**src/rtl/ifm_buf_mgr.sv**
```systemverilog
// Fetches one IFM row (width*channel words) from memory into line buffer row%IFM_BUF_CNT.
// Latency: 2 cycles request->first read; buffer write 1 cycle after each read-data beat.
// Backpressure: read address held while ack is low; unlimited outstanding reads; busy requests dropped with error.
`ifndef W_SIZE
`define W_SIZE 8
`endif
`ifndef W_CHANNEL
`define W_CHANNEL 8
`endif

module ifm_buf_mgr #(
  parameter int W_SIZE      = `W_SIZE,
  parameter int W_CHANNEL   = `W_CHANNEL,
  parameter int IFM_BUF_CNT = 4,
  parameter int W_IFM_BUF   = 2,
  parameter int W_ADDR      = 32,
  parameter int W_DATA      = 32,
  parameter int W_BUF_ADDR  = 12
) (
  input  logic                  clk,
  input  logic                  rst,
  input  logic                  i_req_load,
  input  logic [W_SIZE-1:0]     i_req_row,
  input  logic [W_SIZE-1:0]     q_width,
  input  logic [W_CHANNEL-1:0]  q_channel,
  input  logic [W_ADDR-1:0]     q_base_addr,
  output logic                  o_mem_rd_req,
  output logic [W_ADDR-1:0]     o_mem_rd_addr,
  input  logic                  i_mem_rd_ack,
  input  logic                  i_mem_rd_valid,
  input  logic [W_DATA-1:0]     i_mem_rd_data,
  output logic                  o_buf_we,
  output logic [W_IFM_BUF-1:0]  o_buf_sel,
  output logic [W_BUF_ADDR-1:0] o_buf_addr,
  output logic [W_DATA-1:0]     o_buf_wdata,
  output logic                  o_req_done,
  output logic                  o_busy,
  output logic                  o_req_err
);

  localparam int W_CNT = W_BUF_ADDR + 1;
  localparam int W_TOT = W_SIZE + W_CHANNEL;

  typedef enum logic [1:0] {IDLE, SETUP, FETCH, DONE} state_t;

  state_t               state;
  logic [W_SIZE-1:0]    row;
  logic [W_SIZE-1:0]    width;
  logic [W_CHANNEL-1:0] channel;
  logic [W_CNT-1:0]     total;
  logic [W_CNT-1:0]     issued;
  logic [W_CNT-1:0]     recv;
  logic [W_ADDR-1:0]    row_base;

  logic [W_TOT-1:0]     total_full;
  logic [W_ADDR-1:0]    row_base_c;
  logic [W_CNT-1:0]     issued_nxt;

  assign total_full = W_TOT'(width) * W_TOT'(channel);
  // Words are 4 bytes; a row occupies width*channel consecutive words in memory.
  assign row_base_c = q_base_addr + ((W_ADDR'(row) * W_ADDR'(total_full)) << 2);
  assign issued_nxt = issued + W_CNT'(1);

  always_ff @(posedge clk or posedge rst) begin
    if (rst) begin
      state         <= IDLE;
      row           <= '0;
      width         <= '0;
      channel       <= '0;
      total         <= '0;
      issued        <= '0;
      recv          <= '0;
      row_base      <= '0;
      o_mem_rd_req  <= 1'b0;
      o_mem_rd_addr <= '0;
      o_buf_we      <= 1'b0;
      o_buf_sel     <= '0;
      o_buf_addr    <= '0;
      o_buf_wdata   <= '0;
      o_req_done    <= 1'b0;
      o_busy        <= 1'b0;
      o_req_err     <= 1'b0;
    end else begin
      o_buf_we   <= 1'b0;
      o_req_done <= 1'b0;
      o_req_err  <= i_req_load && (state != IDLE);
      case (state)
        IDLE: begin
          if (i_req_load) begin
            row     <= i_req_row;
            width   <= q_width;
            channel <= q_channel;
            issued  <= '0;
            recv    <= '0;
            o_busy  <= 1'b1;
            state   <= SETUP;
          end
        end
        SETUP: begin
          total    <= W_CNT'(total_full);
          row_base <= row_base_c;
          if (total_full == '0) begin
            o_req_done <= 1'b1;
            state      <= DONE;
          end else begin
            o_mem_rd_req  <= 1'b1;
            o_mem_rd_addr <= row_base_c;
            state         <= FETCH;
          end
        end
        FETCH: begin
          if (o_mem_rd_req && i_mem_rd_ack) begin
            issued <= issued_nxt;
            if (issued_nxt == total) o_mem_rd_req <= 1'b0;
            else o_mem_rd_addr <= row_base + (W_ADDR'(issued_nxt) << 2);
          end
          // Completion is seen one cycle after the final write, so done trails the last o_buf_we.
          if (i_mem_rd_valid && (recv != total)) begin
            o_buf_we    <= 1'b1;
            o_buf_sel   <= W_IFM_BUF'(row % W_SIZE'(IFM_BUF_CNT));
            o_buf_addr  <= recv[W_BUF_ADDR-1:0];
            o_buf_wdata <= i_mem_rd_data;
            recv        <= recv + W_CNT'(1);
          end else if (recv == total) begin
            o_req_done <= 1'b1;
            state      <= DONE;
          end
        end
        DONE: begin
          o_busy <= 1'b0;
          state  <= IDLE;
        end
        default: state <= IDLE;
      endcase
    end
  end

endmodule

```
**config.mk**
```make
export PLATFORM = sky130hd
export DESIGN_NAME = ifm_buf_mgr
export DESIGN_NICKNAME = d
export VERILOG_FILES = /design/src/rtl/ifm_buf_mgr.sv
export SDC_FILE = /design/constraint.sdc
export NUM_CORES = 1
export LEC_CHECK = 0
export CAP_MARGIN = 40
export CORE_MARGIN = 2
export CORE_UTILIZATION = 49
export CTS_BUF_LIST = sky130_fd_sc_hd__clkbuf_8
export DETAILED_ROUTE_END_ITERATION = 6
export GPL_TIMING_DRIVEN = 1
export HOLD_SLACK_MARGIN = 0.1
export PLACE_DENSITY = 0.7
export SYNTH_ARGS = -nofsm -noshare
export SYNTH_HDL_FRONTEND = slang
export SYNTH_SLANG_ARGS = --single-unit
```
**constraint.sdc**
```tcl
create_clock -name clk -period 14.32 [get_ports clk]
set_input_delay 2.864 -clock clk [delete_from_list [all_inputs] [get_ports clk]]
set_output_delay 2.864 -clock clk [all_outputs]
set_load 0.02 [all_outputs]
```
==> qor.csv <==
metric,value,unit
most prevalent standard cell on the critical path,fa_1,
worst-case clock skew,36.6,ps
DRC violations left,0,
first-pass GRT wire length,66.1,mm
gr ovfl total,0,
routability congestion estimate from global placement,0.846,
Synth warnings,0,
slew of the pin with the lowest slew margin,899,ps
I/O pin cnt,176,
CP startpoint kind,flop,
number of violations of the max-capacitance limit,0,
antenna violations before repair,2,
data arrival time of the critical path,11170,ps
"Net count, final",2301,
FF-to-FF setup slack,3540,ps
Mapped Area,16500,um2
critical path required time,14720,ps
logic depth of the worst register-to-register path,35,
count of buffers from port buffering,175,
register bit total from synthesis,180,
Std-Cell Rows,67,
unrepaired setup endpoints after global routing,false,
WL/cell,16.5,um
number of buffers added to fix hold violations after cts,0,
clock latency on the worst-skew pair,520,ps
element type at the critical path end,flop,
via/cell ratio,5.46,
Max Freq,0.0928,GHz
most frequently used flop master after synthesis,dfrtp_1,
number of cells upsized or downsized after cts,0,
reg2reg start,width[0],
post-detailed-route count of antenna-violating nets,0,
Clock Sinks,180,
max incr delay on CP,710,ps
Clk Tree Root Cell,clkbuf_8,
ratio of cells with drive above 1 in the final layout,6.89,%
Final Max Slew Viols,0,
post-synth net total,2160,
overall global routing resource usage,23.2,%
Min-Delay Path Class,flop to flop,
detailed placer's ending HPWL,30.8,mm
end of the worst hold path,o_buf_wdata[4],
asr flop ratio synth,100,%
Die Width,188,um
total setup buffers inserted after CTS,0,
maximum clock insertion buffer count,2,
fin util,57.3,%
number of levels in the clock H-tree,4,
critical path's slowest cell,dfrtp_1,
number of enable flip-flop cells after synthesis,0,
average footprint of a synthesized cell,9.07,um2
instance count along the most critical hold path,2,
maximum number of pins on one net before global-route repair,69,
start point of the worst hold path,o_buf_wdata[4],
number of instances in the synthesized netlist,1820,
register clock-pin slew on the reported worst setup and hold paths,110,ps
Layout Area Growth over Synthesis,15.7,%
final hold viol count,0,
initial cell density of the core,49.5,%
WL final,39.9,mm
final period demand of the worst path,10780,ps
result of the run,completed,
final cell count without fillers,2423,
Finish-stage setup viols,0,
initial DRC count,899,
setup TNS,0,ps
Post-Place Cells,2390,
clock tree from TritonCTS,yes,
number of different library cells in the post-synthesis netlist,74,
drt first pass iters,5,
"commonest non-fill, non-tap cell in the layout",nand2_1,
relative slew slack,39.6,%
Layout fillers,3076,
sequential share of the synthesized area,27.3,%
number of global-route vias before repair,12981,
Die Outline Area,35200,um2
maximum fanout along the worst path,18,
final critical-path share of the clock period,75.3,%
clock buffer count from CTS,17,
classification of the worst setup path,flop to flop,
endpoint of the worst-slack reg-to-reg timing path,o_mem_rd_addr[30],
overall via count from detail_route,13223,
highest-count cells in the layout ignoring fill and taps,"nand2_1 (254), dfrtp_1 (180), clkdlybuf4s50_1 (175)",
die outline height,188,um
Core Region,33400,um2
## state kept, by name (all words and copies together), names as in the netlist
| register | cells |
|---|---|
| o_req_done | 1 |
| o_buf_addr | 12 |
| row | 8 |
| width | 8 |
| state | 2 |
| row_base | 32 |
| total | 13 |
| o_buf_sel | 2 |
| channel | 8 |
| recv | 13 |
| o_busy | 1 |
| o_buf_wdata | 32 |
| o_req_err | 1 |
| o_buf_we | 1 |
| o_mem_rd_req | 1 |
| issued | 13 |
| o_mem_rd_addr | 32 |
## cell families after synthesis
| logic type | after synthesis | share of synthesized area, % |
|---|---|---|
| buffers and inverters | 240 | 5.61 |
| AND/OR/NAND/NOR | 676 | 19.9 |
| adder cells (fa/ha/maj) | 247 | 24.3 |
| XOR/XNOR | 115 | 6.23 |
| flip-flops | 180 | 27.3 |
| AO/OA/AOI/OAI | 286 | 11.5 |
| multiplexers | 76 | 5.23 |
## cells in the mapped netlist, types with 12 or more instances
cell      instances  area share (%)
and3_1           23            0.87
and2_1          139             5.3
nand2_1         255             5.8
ha_1            125             9.5
nand4_1          16            0.61
nor2b_1          14            0.53
a211oi_1         14            0.64
o31ai_1          14            0.64
nor2_1          108             2.5
a21oi_1          69             2.1
nand3_1          41             1.2
nor3_1           24            0.73
mux2i_1          12            0.73
nand2b_1         12            0.45
dfrtp_1         180              27
a21o_1           24             1.1
clkbuf_1         58             1.3
inv_1           173             3.9
xor2_1           50             2.7
xnor2_1          63             3.3
mux2_2           55             3.8
a31oi_1          16            0.61
o21a_1           18            0.82
fa_1            122              15
o21ai_0          59             1.8
## critical path: cells and delay by family (launching register included)
kind	cells	cell delay, ps
fa+ha+maj	11	4740
compound gates	9	2610
simple gates	7	1180
xor+xnor	2	850
flops	1	710
mux	1	300
buf+inv	5	270
## metal layers
metal | routed length [um] | GRT usage, % | vias to the layer above | share of wire [%]
met3 | 2140 | 3.87 | 46 | 5.4
met1 | 17800 | 31.9 | 6503 | 45
li1 | - | - | 6353 | -
met2 | 19300 | 38.0 | 321 | 48
met4 | 664 | 6.81 | 0 | 1.7
met5 | 0 | 0 | - | 0
## worst max-delay path by stage
| stage | cells after the start | slack [ps] | from | end |
|---|---|---|---|---|
| 2_1_floorplan | 36 | 4620 | width[0] | o_mem_rd_addr[30] |
| 3_3_place_gp | 35 | 3800 | width[4] | o_mem_rd_addr[30] |
| 3_5_place_dp | 36 | 3720 | width[0] | o_mem_rd_addr[30] |
| 4_1_cts | 36 | 3650 | width[0] | o_mem_rd_addr[30] |
| 5_1_grt | 35 | 2810 | width[0] | o_mem_rd_addr[28] |
| 6_report | 35 | 3540 | width[0] | o_mem_rd_addr[30] |
## metrics by stage
stage               cell area [um2]  hold WS [ps]  worst slack [ps]
floorplan                     16500           480              4620
global placement              18600           457              3800
detailed placement            18700           461              3720
CTS                           19100           488              3650
global route                  19100           510              2810
finish                        19100           484              3540
## cell type report
cell class                      count  area (um2)  share of cell area, %
Multi-Input combinational cell   1400       11100                   58.0
Sequential cell                   180        4500                   23.6
Timing Repair Buffer              188        1880                   9.83
Inverter                          174         658                   3.44
Tap cell                          448         561                   2.93
Clock buffer                       19         262                   1.37
Clock inverter                     13         156                  0.818
Antenna cell                        1        2.50                 0.0131
Power is left out: the tool's default activity adds up to more than one toggle a clock period on the data nets, which glitch-free logic cannot reach.
